File: config.mk
export PLATFORM = sky130hd
export DESIGN_NAME = if_fetch_stage
export DESIGN_NICKNAME = d
export VERILOG_FILES = /design/src/rtl/if_fetch_stage.sv
export SDC_FILE = /design/constraint.sdc
export NUM_CORES = 1
export LEC_CHECK = 0
export ABC_AREA = 1
export BUFFER_PORTS_ARGS = -buffer_cell sky130_fd_sc_hd__buf_4
export CORE_ASPECT_RATIO = 1.75
export CORE_MARGIN = 5
export CORE_UTILIZATION = 40
export DETAILED_ROUTE_END_ITERATION = 6
export PLACE_DENSITY = 0.73
export SKIP_LAST_GASP = 1
export SLEW_MARGIN = 20
export SYNTH_ARGS = -nofsm -noshare
export SYNTH_HDL_FRONTEND = slang
export SYNTH_SLANG_ARGS = --single-unit
File: constraint.sdc
create_clock -name clk -period 4.4 [get_ports clk]
set_input_delay 0.22 -clock clk [delete_from_list [all_inputs] [get_ports clk]]
set_output_delay 0.22 -clock clk [all_outputs]
set_load 0.02 [all_outputs]
File: src/rtl/if_fetch_stage.sv
// if_fetch_stage: owns the PC, issues in-order word fetches, buffers responses and drives IF/ID.
// Optional macro IF_FETCH_COUNT_EN enables the delivered-instruction counter on fetch_count.
`default_nettype none

module if_fetch_stage #(
  parameter logic [31:0] RESET_PC   = 32'h0000_0000,
  parameter int          FIFO_DEPTH = 2,
  parameter logic [31:0] NOP_INSTR  = 32'h0000_0013
) (
  input  logic        clk,
  input  logic        reset,
  input  logic        stall,
  input  logic        flush,
  input  logic [31:0] redirect_pc,
  output logic        imem_req_valid,
  input  logic        imem_req_ready,
  output logic [31:0] imem_addr,
  input  logic        imem_rsp_valid,
  input  logic [31:0] imem_rsp_data,
  output logic [31:0] instruction_out,
  output logic [31:0] pc_out,
  output logic        instr_valid,
  output logic [31:0] fetch_count
);

  localparam int AW = (FIFO_DEPTH > 1) ? $clog2(FIFO_DEPTH) : 1;
  localparam int CW = AW + 1;
  localparam logic [CW+1:0] DEPTH_C = (CW+2)'(FIFO_DEPTH);

  logic [31:0]   pc_q;
  logic [31:0]   rsp_pc;
  logic [31:0]   fifo_data [FIFO_DEPTH];
  logic [31:0]   fifo_pc   [FIFO_DEPTH];
  logic [AW-1:0] wr_ptr;
  logic [AW-1:0] rd_ptr;
  logic [CW-1:0] fifo_count;
  logic [CW-1:0] outstanding;
  logic [CW-1:0] drop_cnt;

  logic [CW+1:0] credits_used;
  logic [CW-1:0] outstanding_nxt;
  logic [31:0]   redirect_aligned;
  logic          req_fire;
  logic          drop;
  logic          push;
  logic          pop;
  logic          unused_redirect_bits;

  assign redirect_aligned     = {redirect_pc[31:2], 2'b00};
  assign unused_redirect_bits = ^redirect_pc[1:0];

  // Dropped-but-still-in-flight requests hold a credit in both counters, which
  // keeps the memory from ever being able to overrun the buffer.
  assign credits_used = {2'b00, fifo_count} + {2'b00, outstanding} + {2'b00, drop_cnt};

  assign imem_req_valid = !reset && !flush && (credits_used < DEPTH_C);
  assign imem_addr      = pc_q;

  assign req_fire        = imem_req_valid && imem_req_ready;
  assign outstanding_nxt = outstanding + CW'(req_fire) - CW'(imem_rsp_valid);
  assign drop            = imem_rsp_valid && (drop_cnt != '0);
  assign push            = imem_rsp_valid && (drop_cnt == '0) && !flush;
  assign pop             = !flush && !stall && (fifo_count != '0);

  always_ff @(posedge clk or posedge reset) begin
    if (reset) begin
      pc_q        <= RESET_PC;
      rsp_pc      <= RESET_PC;
      wr_ptr      <= '0;
      rd_ptr      <= '0;
      fifo_count  <= '0;
      outstanding <= '0;
      drop_cnt    <= '0;
    end else begin
      outstanding <= outstanding_nxt;
      if (flush) begin
        pc_q       <= redirect_aligned;
        rsp_pc     <= redirect_aligned;
        wr_ptr     <= '0;
        rd_ptr     <= '0;
        fifo_count <= '0;
        drop_cnt   <= outstanding_nxt;
      end else begin
        if (req_fire) pc_q <= pc_q + 32'd4;
        if (drop)     drop_cnt <= drop_cnt - CW'(1);
        if (push) begin
          wr_ptr <= wr_ptr + AW'(1);
          rsp_pc <= rsp_pc + 32'd4;
        end
        if (pop) rd_ptr <= rd_ptr + AW'(1);
        fifo_count <= fifo_count + CW'(push) - CW'(pop);
      end
    end
  end

  // Storage needs no reset; occupancy is tracked by the pointers and count.
  always_ff @(posedge clk) begin
    if (push) begin
      fifo_data[wr_ptr] <= imem_rsp_data;
      fifo_pc[wr_ptr]   <= rsp_pc;
    end
  end

  always_ff @(posedge clk or posedge reset) begin
    if (reset) begin
      instruction_out <= NOP_INSTR;
      pc_out          <= 32'h0;
      instr_valid     <= 1'b0;
    end else if (flush) begin
      instruction_out <= NOP_INSTR;
      pc_out          <= 32'h0;
      instr_valid     <= 1'b0;
    end else if (!stall) begin
      if (pop) begin
        instruction_out <= fifo_data[rd_ptr];
        pc_out          <= fifo_pc[rd_ptr];
        instr_valid     <= 1'b1;
      end else begin
        instruction_out <= NOP_INSTR;
        instr_valid     <= 1'b0;
      end
    end
  end

`ifdef IF_FETCH_COUNT_EN
  logic [31:0] fetch_count_q;

  always_ff @(posedge clk or posedge reset) begin
    if (reset) begin
      fetch_count_q <= 32'h0;
    end else if (pop) begin
      fetch_count_q <= fetch_count_q + 32'd1;
    end
  end

  assign fetch_count = fetch_count_q;
`else
  assign fetch_count = 32'h0;
`endif

endmodule

`default_nettype wire

Word-level counts from Yosys, hierarchy flattened
Memories as Yosys holds them, arrays and structs flattened.
Index checks and enable logic that the tools add are counted.
{"block": "op_classes", "n_lt_le_gt_ge": 1, "n_mul": 0, "bitwise_logic": 0, "eq_ne": 1, "div_mod_pow": 0, "shift": 0, "reduce_logical": 19, "muxes": 22, "add_sub_neg": 11}
{"op": "32-bit 2-to-1 mux", "n": 10}
{"op": "32-bit by 3-bit adder with 32-bit output (second input constant)", "n": 2}
{"op": "2-bit nonzero test", "n": 6}
{"op": "1-bit 2-to-1 mux", "n": 9}
{"op": "1-bit logical AND", "n": 8}
{"op": "2-bit 2-to-1 mux", "n": 3}
{"op": "2-bit by 1-bit adder with 2-bit output", "n": 2}
{"op": "3-bit by 2-bit adder with 4-bit output", "n": 1}
{"op": "4-bit by 2-bit less-than comparator with 1-bit output (second input constant)", "n": 1}
{"op": "2-bit by 1-bit subtractor with 2-bit output", "n": 2}
{"op": "2-bit by 2-bit adder with 3-bit output", "n": 1}
{"op": "1-bit logical NOT", "n": 3}
{"op": "1-bit adder (second input constant)", "n": 2}
{"op": "2-bit logical NOT", "n": 1}
{"op": "2-bit by 1-bit != test with 1-bit output (second input constant)", "n": 1}
{"op": "2-bit AND reduction", "n": 1}
{"op": "2-bit by 1-bit subtractor with 2-bit output (second input constant)", "n": 1}
{"block": "word_totals", "memories": 2, "inputBits": 70, "reg_bits": 137, "elab_cells": 66, "mem_bits_rw": 128, "latch_bits": 0, "romBits": 0}
{"memory": "fifo_data", "depth": 2, "word_bits": 32, "read_ports": 1, "rd_clocked_by_memory_dff": 0, "wr": 1, "line_no": "32", "text": "logic [31:0] fifo_data [FIFO_DEPTH];"}
{"memory": "fifo_pc", "depth": 2, "word_bits": 32, "read_ports": 1, "rd_clocked_by_memory_dff": 0, "wr": 1, "line_no": "33", "text": "logic [31:0] fifo_pc [FIFO_DEPTH];"}

Depth between registers and ports, before layout
Gate-level depths: netlist of the first run.
{"block": "depth", "word_depth": 8, "mapped_depth": 14, "depth_no_buf": 14}

Least setup slack after synthesis of the first run
Ideal clock, no wire load.
{"block": "synth_path", "kind": "in2reg", "startpoint": "input port reset", "endpoint": "register drop_cnt[1]", "setup_time_ns": 0.120, "path_stages": 10, "t_required_ns": 4.280, "path_slack_ns": -0.210, "arrival_time_ns": 4.491, "cell_sequence": "inv_1 nand4_4 ha_1 inv_1 ha_1 xnor2_1 xor2_1 inv_1 o21ai_0 inv_1"}
{"block": "synth_between", "elab_chain_len": 7}
{"element": "start: declaration", "line_no": "11", "text": "input logic reset,"}
{"element": "1-bit logical NOT (no line)"}
{"element": "1-bit logical AND (2 in a row)", "line_no": "56", "text": "assign imem_req_valid = !reset && !flush && (credits_used < DEPTH_C);"}
{"element": "1-bit logical AND", "line_no": "59", "text": "assign req_fire = imem_req_valid && imem_req_ready;"}
{"element": "2-bit by 1-bit adder with 2-bit output", "line_no": "60", "text": "assign outstanding_nxt = outstanding + CW'(req_fire) - CW'(imem_rsp_valid);"}
{"element": "2-bit by 1-bit subtractor with 2-bit output", "line_no": "60"}
{"element": "named net outstanding_nxt[1]", "line_no": "41", "text": "logic [CW-1:0] outstanding_nxt;"}
{"element": "2-bit 2-to-1 mux", "line_no": "76", "text": "if (flush) begin"}
{"element": "end signal: assignment", "line_no": "82", "text": "drop_cnt <= outstanding_nxt;"}
{"element": "end signal: assignment", "line_no": "85", "text": "if (drop) drop_cnt <= drop_cnt - CW'(1);"}
{"element": "end: declaration", "line_no": "38", "text": "logic [CW-1:0] drop_cnt;"}
The timed path passes the listed nets, and every way through them passes these cells.
A chain may end at the register's enable or synchronous reset.

Worst setup path in the final report of the first run
{"block": "layout_path", "startpoint": "register fifo_count[1]", "endpoint": "register drop_cnt[1]"}
{"block": "layout_between", "elab_chain_len": 8}
{"element": "start: declaration", "line_no": "36", "text": "logic [CW-1:0] fifo_count;"}
{"element": "start signal: assignment", "line_no": "91", "text": "fifo_count <= fifo_count + CW'(push) - CW'(pop);"}
{"element": "2-bit by 2-bit adder with 3-bit output", "line_no": "54", "text": "assign credits_used = {2'b00, fifo_count} + {2'b00, outstanding} + {2'b00, drop_cnt};"}
{"element": "3-bit by 2-bit adder with 4-bit output", "line_no": "54"}
{"element": "4-bit by 2-bit less-than comparator with 1-bit output", "line_no": "56"}
{"element": "1-bit logical AND", "line_no": "56"}
{"element": "1-bit logical AND", "line_no": "59"}
{"element": "2-bit by 1-bit adder with 2-bit output", "line_no": "60"}
{"element": "2-bit by 1-bit subtractor with 2-bit output", "line_no": "60"}
{"element": "named net outstanding_nxt[1]", "line_no": "41"}
{"element": "2-bit 2-to-1 mux", "line_no": "76"}
The timed path passes the listed nets, and every way through them passes these cells.

==> reports/qor.yml, run 1 <==
hold_class: "in -> async"
die_x_um: 140
period_share: 0.679
cp.required_ns: 4.82
slew_viol_final: 0
die_y_um: 238
ios: 200
cp-start-kind: "flip-flop"
fmax_mhz: 335
rows: 83
synth_async_sr_flop_share: 0.516
ys_top_cells_by_area: "edfxtp_1 31%, dfrtp_1 27%, nand2_1 9.0%, nor2_1 4.9%, nand3_1 3.9%"
synth_edf_count: 124
layout-drive-gt1-share: 0.169
initial_core_util: 0.404
yosysMostFrequentCell: "nand2_1"
ys_seq_area_frac: 0.594
fin_ws_ns: 1.41
antenna_found_initial: 0
synth_top_area_cell: "edfxtp_1"
via_per_inst: 5.03
insertion_delay_ns: 0.53
vdd_drop_max_v: 0.000216
cp-end-kind: "flip-flop"
htreeDepth: 1
cts_tree: "done"
place_ws_ns: 1.43
drcViolationCount: 0
period_needed_ns: 2.99
yosysWarnings: 0
status: "complete, but fails checks"
cap_violations: 0
hpwl_mm: 21.7
detail-route-antenna-nets: 0
cts.clk_slew.worst_paths_ns: 0.07
violations: "negative hold slack"
die-area_mm2: 0.0333
hold_viol_final: 19
rr_worst_depth: 14
clockBufferDepth: 3
cts_setup_buffers: 0
avgSynthCellArea_um2: 9.68
syn_to_final_growth_pct: 23.7
track_usage: 0.181
fin_setup_tns_ns: 0
syn_area_mm2: 0.0118
p_per_area_mw_per_mm2: 456
vias: 9190
tightest_slew_ns: 0.995
skew_ns: 0.0130
synthTopCellsByCount: "283 x nand2_1, 155 x nor2_1, 129 x dfrtp_1"
worst_hold_slack_ns: -0.0621
synth_top_area_share: 0.315
slew-limit-headroom: 0.333
io_buffers: 163
grt_pass1_vias: 9235
drt_pass1_iterations: 7
drtIter0Drc: 438
fin_nets: 1507
final-setup-viol-count: 0
netlist_instances: 1223
crit_type: "reg -> reg"
drt_wl_total_mm: 30.7
worstPathArrival_ns: 3.41
cts_root_buf: "clkbuf_16"
core_area_mm2: 0.0293
cts_made_buffers: 23
ys_types: 45
antenna-diode-count: 0
grt.overflow.total: 0
ys_ff_latch: 256
synth-main-ff-cell: "dfrtp_1"
crit_path_max_fanout: 6
p_leak_nw: 6.37
gp_congestion: 0.914
grt_max_degree: 134
cts.sink_count: 256
grt_pass1_wl_mm: 48.6
rsz0062_at_grt: "false"
wire_per_inst_um: 16.8
## flip-flops by register name, summed over array words and instances, names as in the netlist
signal           flops
instruction_out     32
instr_valid          1
drop_cnt             2
wr_ptr               1
rsp_pc              30
fifo_count           2
outstanding          2
fifo_pc             60
rd_ptr               1
fifo_data           64
pc_out              31
imem_addr           30
## kinds of logic (layout without fill, tap and decap cells)
| family | count (synthesis) | after routing | share of synthesized area |
|---|---|---|---|
| and+or+nand+nor | 575 | 575 | 0.208 |
| adders and majority gates | 10 | 10 | 0.0112 |
| buffers and inverters | 180 | 368 | 0.0732 |
| muxes | 31 | 31 | 0.0263 |
| xor gates and xnor gates | 13 | 13 | 0.00962 |
| other | 1 | 34 | 0.000317 |
| AOI/OAI and AO/OA | 157 | 157 | 0.0776 |
| DFF | 256 | 256 | 0.594 |
## placed cells by master, fill, tap and decap left out, drive strengths merged, types with 6 or more instances in the layout
| master | n |
|---|---|
| o211ai | 8 |
| a31oi | 6 |
| mux2i | 30 |
| nand4 | 9 |
| ha | 9 |
| o31ai | 30 |
| a21oi | 42 |
| nor2 | 169 |
| buf | 170 |
| nand2 | 290 |
| dlygate4sd3 | 52 |
| inv | 103 |
| o21ai | 63 |
| nor3 | 8 |
| xor2 | 9 |
| clkbuf | 28 |
| bufinv | 6 |
| dfrtp | 129 |
| clkinv | 6 |
| nand3 | 93 |
| edfxtp | 124 |
| conb | 34 |
## worst paths after layout
path                            slack, ns           startpoint             endpoint
worst max-delay path                 1.41        fifo_count[1]          drop_cnt[1]
worst min-delay path                -0.06                reset   instruction_out[2]
worst max register to register       1.41        fifo_count[1]          drop_cnt[1]
worst min register to register       0.48  instruction_out[17]  instruction_out[17]
max in group asynchronous            3.78                reset           pc_out[29]
min in group clk                     0.03      redirect_pc[31]        imem_addr[31]
## layer usage
layer / part of all wire / up-vias / GRT usage
met1: 0.37 / 4381 / 0.198
met3: 0.044 / 73 / 0.0173
li1: - / 4422 / -
met4: 0.048 / 0 / 0.0914
met5: 0 / - / 0
met2: 0.54 / 314 / 0.342
## final cells by class
cell class	count	area, um^2
clock buffer	28	604
clock inverter	14	228
fill	2657	14600
inverter	104	399
multi-input combinational	820	4080
sequential	256	7030
tap	382	478
timing repair buffer	222	1820
## report_power, final
group / internal [W] / total (W) / switching, W / leakage (nW)
logic: 0.000524 / 0.00140 / 0.000877 / 3.15
registers: 0.00280 / 0.00305 / 0.000253 / 2.82
clock network: 0.00134 / 0.00222 / 0.000889 / 0.395
total: 0.00466 / 0.00668 / 0.00202 / 6.37
## per-stage QoR
| stage | area (um^2) | std cells | utilization | hold WS [ns] | power (W) |
|---|---|---|---|---|---|
| 6_report | 14600 | 1826 | 0.500 | -0.0621 | 0.00668 |
| 5_1_grt | 14600 | 1826 | 0.500 | 0.0193 | 0.00701 |
| 4_1_cts | 14600 | 1826 | 0.500 | 0.000917 | 0.00674 |
| 3_5_place_dp | 13300 | 1732 | 0.454 | 0.411 | 0.00447 |
| 3_3_place_gp | 13300 | 1732 | 0.454 | 0.408 | 0.00441 |
| 2_1_floorplan | 12000 | 1256 | - | 0.319 | 0.00398 |
## worst max-delay path, cell delays in order (launching register included)
cell	delay, ns
dfrtp_1	0.41
inv_1	0.09
fa_1	0.54
inv_1	0.04
ha_1	0.35
nor2_8	0.11
nand4_4	0.18
ha_1	0.33
inv_1	0.04
ha_1	0.18
xnor2_1	0.16
xor2_1	0.16
inv_1	0.09
o21ai_0	0.15
inv_1	0.05
## repair_timing
item	4_1_cts	5_1_grt
hold buffers	52	0
resized for setup	0	0
hold endpoints to repair	93	0
Note: power is estimated with default switching activity, not from simulation.
==> inputs of run 2 (changes only) <==
--- a/config.mk
+++ b/config.mk
@@ -11,7 +11,7 @@
 export CORE_MARGIN = 5
 export CORE_UTILIZATION = 40
 export DETAILED_ROUTE_END_ITERATION = 6
-export PLACE_DENSITY = 0.73
+export PLACE_DENSITY = 0.71
 export SKIP_LAST_GASP = 1
 export SLEW_MARGIN = 20
 export SYNTH_ARGS = -nofsm -noshare
==> constraint.sdc (replaced) <==
create_clock -name clk -period 2.9 [get_ports clk]
set_input_delay 0.145 -clock clk [delete_from_list [all_inputs] [get_ports clk]]
set_output_delay 0.145 -clock clk [all_outputs]
set_load 0.02 [all_outputs]
==> run 2 against run 1 <==
Compared with the run above: the run now ends clean; flip-flop and latch count stayed put; sequential power grew 52%; combinational power grew 61%; register-to-register slack lost 1.2 ns; critical path depth did not move; hold slack better by 0.092 ns; maximum frequency grew 9.9%; core utilization increased by 0.59 points; clock-buffer cell count is 2 higher; die area unchanged; critical path type unchanged; largest power group unchanged; highest routed layer unchanged.
==> reports/qor.yml, run 2 (synthesized netlist as in run 1, its figures left out) <==
cts_tree: "done"
rows: 83  # unchanged
period_share: 0.937  # +0.258
hpwl_mm: 21.7  # -0.12%
core_area_mm2: 0.0293  # unchanged
reg2reg_from: "fifo_count[1]"
grt_pass1_vias: 9195  # -0.43%
p_per_area_mw_per_mm2: 660  # +45%
whs_path_depth: 3
grt_max_degree: 134  # unchanged
cp.required_ns: 3.32  # -1.50 ns
reg_top3: "fifo_data: 64 flops, fifo_pc: 60 flops, instruction_out: 32 flops"
worstPathArrival_ns: 3.14  # -0.27 ns
drt_wl_total_mm: 30.3  # -1.3%
final_common_cell: "nand2_1"
period_needed_ns: 2.72  # -0.269 ns
skew_ns: 0.0111  # -0.00189 ns
layout-drive-gt1-share: 0.179  # +0.00974
place_ws_ns: 0.0860  # -1.35 ns
ios: 200  # unchanged
clockBufferDepth: 3  # unchanged
drtIter0Drc: 324  # -26%
r2r-end: "drop_cnt[1]"
crit_type: "reg -> reg"
cts_root_buf: "clkbuf_16"
io_buffers: 163  # unchanged
wire_per_inst_um: 16.4  # -2.4%
rsz0062_at_grt: "false"
crit_path_max_fanout: 3  # -3
slew-limit-headroom: 0.481  # +0.149
hold_class: "in -> reg"
syn_to_final_growth_pct: 25.2
via_per_inst: 4.93  # -2.1%
cts_made_buffers: 23  # unchanged
reg2reg_slack_ns: 0.18  # -1.23 ns
die_x_um: 140  # unchanged
grt_pass1_wl_mm: 48.1  # -0.97%
place_area_mm2: 0.0135  # +1.2%
track_usage: 0.180  # -0.000934
hold_viol_final: 0  # -19
grt.overflow.total: 0  # unchanged
detail-route-antenna-nets: 0  # unchanged
vdd_drop_max_v: 0.000366  # +70%
cap_violations: 0  # unchanged
slew_viol_final: 0  # unchanged
die-area_mm2: 0.0333  # unchanged
drt_pass1_iterations: 4  # -3
largest_reg_flops: 64  # unchanged
fin_ws_ns: 0.181  # -1.23 ns
cp-start-kind: "flip-flop"
cts.sink_count: 256  # unchanged
htreeDepth: 1  # unchanged
antenna-diode-count: 0  # unchanged
min_from: "flush"
die_y_um: 238  # unchanged
final-setup-viol-count: 0  # unchanged
gp_congestion: 0.891  # -2.5%
cp-end-kind: "flip-flop"
drcViolationCount: 0  # unchanged
fmax_mhz: 368  # +9.9%
initial_core_util: 0.404  # unchanged
tightest_slew_ns: 0.778  # -0.217 ns
fin_nets: 1529  # +1.5%
largest_register: "fifo_data"
cts.clk_slew.worst_paths_ns: 0.07  # about the same
p_leak_nw: 6.43  # +0.95%
rr_worst_depth: 14  # unchanged
vias: 9103  # -0.95%
status: "finished clean"
insertion_delay_ns: 0.52  # about the same
fin_setup_tns_ns: 0  # unchanged
utilization: 0.506  # +0.00590
hold_path_end: "drop_cnt[0]"
n_fill_cell: 2685  # +1.1%
antenna_found_initial: 0  # unchanged
final_cell_mix: "283 x nand2_1, 175 x buf_4, 153 x nor2_1"
finalInstanceArea_mm2: 0.0148  # +1.2%
run 2: worst max path at each step:
stage	start	to	slack, ns	cells after the start
2_1_floorplan	reset	drop_cnt[1]	-0.78	10
3_3_place_gp	fifo_count[1]	drop_cnt[1]	0.14	14
3_5_place_dp	fifo_count[1]	drop_cnt[1]	0.09	14
4_1_cts	fifo_count[1]	drop_cnt[1]	0.07	14
5_1_grt	fifo_count[1]	drop_cnt[1]	0.0002	14
6_report	fifo_count[1]	drop_cnt[1]	0.18	14
run 2: critical path: stages, from the launching register on:
cell,delay [ns]
dfrtp_1,0.38
inv_1,0.08
fa_1,0.54
inv_1,0.06
ha_4,0.15
nor2_1,0.21
nand4_4,0.13
ha_4,0.29
inv_2,0.04
ha_4,0.15
xnor2_2,0.15
xor2_1,0.16
inv_1,0.07
o21ai_1,0.13
inv_1,0.05
run 2: power by group:
group / switching, W / total [W] / leakage (nW) / internal [W]
Combinational: 0.00137 / 0.00226 / 3.27 / 0.000892
Sequential: 0.000387 / 0.00463 / 2.82 / 0.00424
Clock: 0.00130 / 0.00288 / 0.340 / 0.00158
run 2: per-stage QoR:
stage / hold slack (ns) / instances / power, W
after global placement: 0.332 / 1741 / 0.00680
after global routing: 0.0288 / 1848 / 0.0103
after floorplan: 0.244 / 1256 / 0.00609
after detailed placement: 0.333 / 1741 / 0.00687
after CTS: 0.00594 / 1847 / 0.00984
final: 0.0298 / 1848 / 0.00978
run 2: area by class of cell:
class	instances	area, um^2	area share
multi-input cells	820	4150	0.280
well taps	382	478	0.0323
clock buffers	30	612	0.0413
inverters	104	402	0.0271
repair buffers	244	2050	0.139
flip-flops and latches	256	7030	0.475
clock inverters	12	88.8	0.00600
run 2: repair_timing:
action | in CTS | in global routing
gates resized for setup | 0 | 1
hold endpoints to repair | 221 | 0
hold buffers | 64 | 0
setup endpoints to repair | 0 | 1
buffers inserted | 0 | 1
run 2: layer usage:
metal / global-route usage / part of all wire
met4: 0.0976 / 0.056
met3: 0.0219 / 0.046
met5: 0 / 0
met2: 0.339 / 0.53
met1: 0.192 / 0.37
==> inputs of run 3 (changes only) <==
--- a/config.mk
+++ b/config.mk
@@ -11,7 +11,7 @@
 export CORE_MARGIN = 5
 export CORE_UTILIZATION = 40
 export DETAILED_ROUTE_END_ITERATION = 6
-export PLACE_DENSITY = 0.71
+export PLACE_DENSITY_LB_ADDON = 0.1
 export SKIP_LAST_GASP = 1
 export SLEW_MARGIN = 20
 export SYNTH_ARGS = -nofsm -noshare
==> run 3 against run 2 <==
Compared with the run above: die area stayed put; via count is 0.99% lower; hold slack worse by 0.011 ns.
==> reports/qor.yml, run 3 (synthesized netlist as in run 1, its figures left out) <==
p_per_area_mw_per_mm2: 670  # +1.6%
die-area_mm2: 0.0333  # unchanged
die_y_um: 238  # unchanged
path_cells: "inv_1 -> fa_1 -> inv_1 -> ha_4 -> nor2_1 -> nand4_4 -> ha_4 -> inv_2 -> ha_4 -> xnor2_2 -> xor2_1 -> inv_1 -> o21ai_1 -> inv_1"
io_buffers: 163  # unchanged
cap_violations: 0  # unchanged
wire_per_inst_um: 16.9  # +2.8%
initial_core_util: 0.404  # unchanged
period_share: 0.927  # -0.0107
syn_to_final_growth_pct: 25.6
detail-route-antenna-nets: 0  # unchanged
fmax_mhz: 372  # +1.2%
p_int_w: 0.00687  # +2.3%
grt_pass1_wl_mm: 49.4  # +2.6%
grtUsageMet3: 0.0201  # -0.00181
slew_viol_final: 0  # unchanged
slew-limit-headroom: 0.306  # -0.176
final-setup-viol-count: 0  # unchanged
grt_pass1_vias: 9201  # +0.065%
pwr-share-comb: 0.225  # -0.007
crit_path_max_fanout: 3  # unchanged
drtIter0Drc: 405  # +25%
max_stage_delay_ns: 0.53  # about the same
crit_slowest_cell: "fa_1"
drt_pass1_iterations: 5  # +1
grt.overflow.total: 0  # unchanged
vias: 9013  # -0.99%
htreeDepth: 1  # unchanged
crit_type: "reg -> reg"
utilization: 0.508  # +0.00188
period_needed_ns: 2.69  # -0.0312 ns
worstPathArrival_ns: 3.10  # -0.04 ns
cts_root_buf: "clkbuf_16"
final_cells: 1852  # +0.22%
hold_viol_final: 0  # unchanged
p_clk_frac: 0.310  # +0.015
cp_common_cell: "inv_1"
insertion_delay_ns: 0.53  # about the same
ios: 200  # unchanged
sw_frac_of_total: 0.310  # -0.00237
met1_usage: 0.205  # +0.0131
final_cell_mix: "283 x nand2_1, 175 x buf_4, 153 x nor2_1"
switchingPower_w: 0.00309  # +1.2%
skew_ns: 0.0107  # -0.000432 ns
p_total_w: 0.00997  # +2.0%
cts_tree: "done"
cts.clk_slew.worst_paths_ns: 0.06  # about the same
antenna-diode-count: 0  # unchanged
final_common_cell: "nand2_1"
core_area_mm2: 0.0293  # unchanged
status: "finished clean"
die_x_um: 140  # unchanged
reg_top3: "fifo_data: 64 flops, fifo_pc: 60 flops, instruction_out: 32 flops"
gp_congestion: 0.832  # -6.5%
grt_max_degree: 134  # unchanged
cp.required_ns: 3.32  # about the same
seqPwrFrac: 0.465  # -0.009
layout-drive-gt1-share: 0.179  # +0.000194
drt_wl_total_mm: 31.2  # +3.0%
fin_nets: 1531  # +0.13%
cp-end-kind: "flip-flop"
hold_class: "in -> reg"
vdd_drop_max_v: 0.000405  # +11%
cts_made_buffers: 25  # +8.7%
track_usage: 0.185  # +0.00511
via_per_inst: 4.87  # -1.2%
largest_reg_flops: 64  # unchanged
place_inst: 1740  # -0.057%
grtUsageMet2: 0.356  # +0.0168
rows: 83  # unchanged
drcViolationCount: 0  # unchanged
p_leak_nw: 6.45  # +0.30%
cp-start-kind: "flip-flop"
tightest_slew_ns: 1.04  # +0.263 ns
grt-busiest-layer: "met2"
cts.sink_count: 256  # unchanged
worst_hold_slack_ns: 0.0188  # -0.0110 ns
rsz0062_at_grt: "false"
clockBufferDepth: 3  # unchanged
hpwl_mm: 21.6  # -0.51%
largest_register: "fifo_data"
antenna_found_initial: 0  # unchanged
[run 3: cell types whose count changed in the layout (fill, tap and decap cells not counted)]
cell	delta
dlygate4sd3_1	+1
clkinv_2	-1
clkbuf_16	+2
clkinvlp_4	+1
clkbuf_1	+4
clkbuf_8	+1
buf_12	-1
clkinv_1	-2
clkinv_4	-1
[run 3: power groups by stage]
stage,combinational [W],sequential (W),clock [W]
after detailed placement,0.00216,0.00471,0
after floorplan,0.00130,0.00478,0
final,0.00224,0.00464,0.00309
after CTS,0.00224,0.00464,0.00318
after global routing,0.00250,0.00470,0.00333
after global placement,0.00212,0.00469,0
[run 3: through the flow]
step	setup TNS, ns	instance area [um^2]	setup WS (ns)
final	0	14900	0.213
after CTS	0	14800	0.103
after detailed placement	0	13400	0.105
after floorplan	-12.20	12000	-0.781
after global routing	0	14900	0.0157
after global placement	0	13400	0.177
[run 3: what timing repair did]
action,CTS,global route
hold buffers,65,0
buffers inserted,0,1
setup endpoints to repair,0,1
resized for setup,0,1
endpoints found under the hold margin,226,0
[run 3: worst max-delay path, delay by kind of cell (launching register included)]
kind	cells	cell delay [ns]
AND/OR/NAND/NOR	2	0.33
flip-flops	1	0.39
buffers and inverters	5	0.31
AO/OA/AOI/OAI	1	0.13
adder cells (fa/ha/maj)	4	1.12
XOR/XNOR	2	0.32
[run 3: path summary, 6_finish.rpt]
kind                                      from  depth (start not counted)  slack, ns             endpoint
min reg2reg                instruction_out[13]                          2       0.48  instruction_out[13]
min                             imem_rsp_valid                          4       0.02       outstanding[1]
max in group asynchronous                reset                          4       1.84        imem_addr[26]
min in group asynchronous                reset                          4       0.50            pc_out[2]
max reg2reg                      fifo_count[1]                         14       0.21          drop_cnt[1]
max                              fifo_count[1]                         14       0.21          drop_cnt[1]
[run 3: area by class of cell]
class                   instances  area [um^2]
fillers                      2710        14400
flip-flops and latches        256         7030
multi-input cells             820         4150
repair buffers                244         2040
clock buffers                  37          691
well taps                     382          478
inverters                     104          402
clock inverters                 9         75.1
[run 3: per-layer routing]
metal  vias up  wire length (um)
met3        50              1240
met4         0              1120
met5         -                 0
li1       4456                 -
met1      4280             11700
met2       227             17100
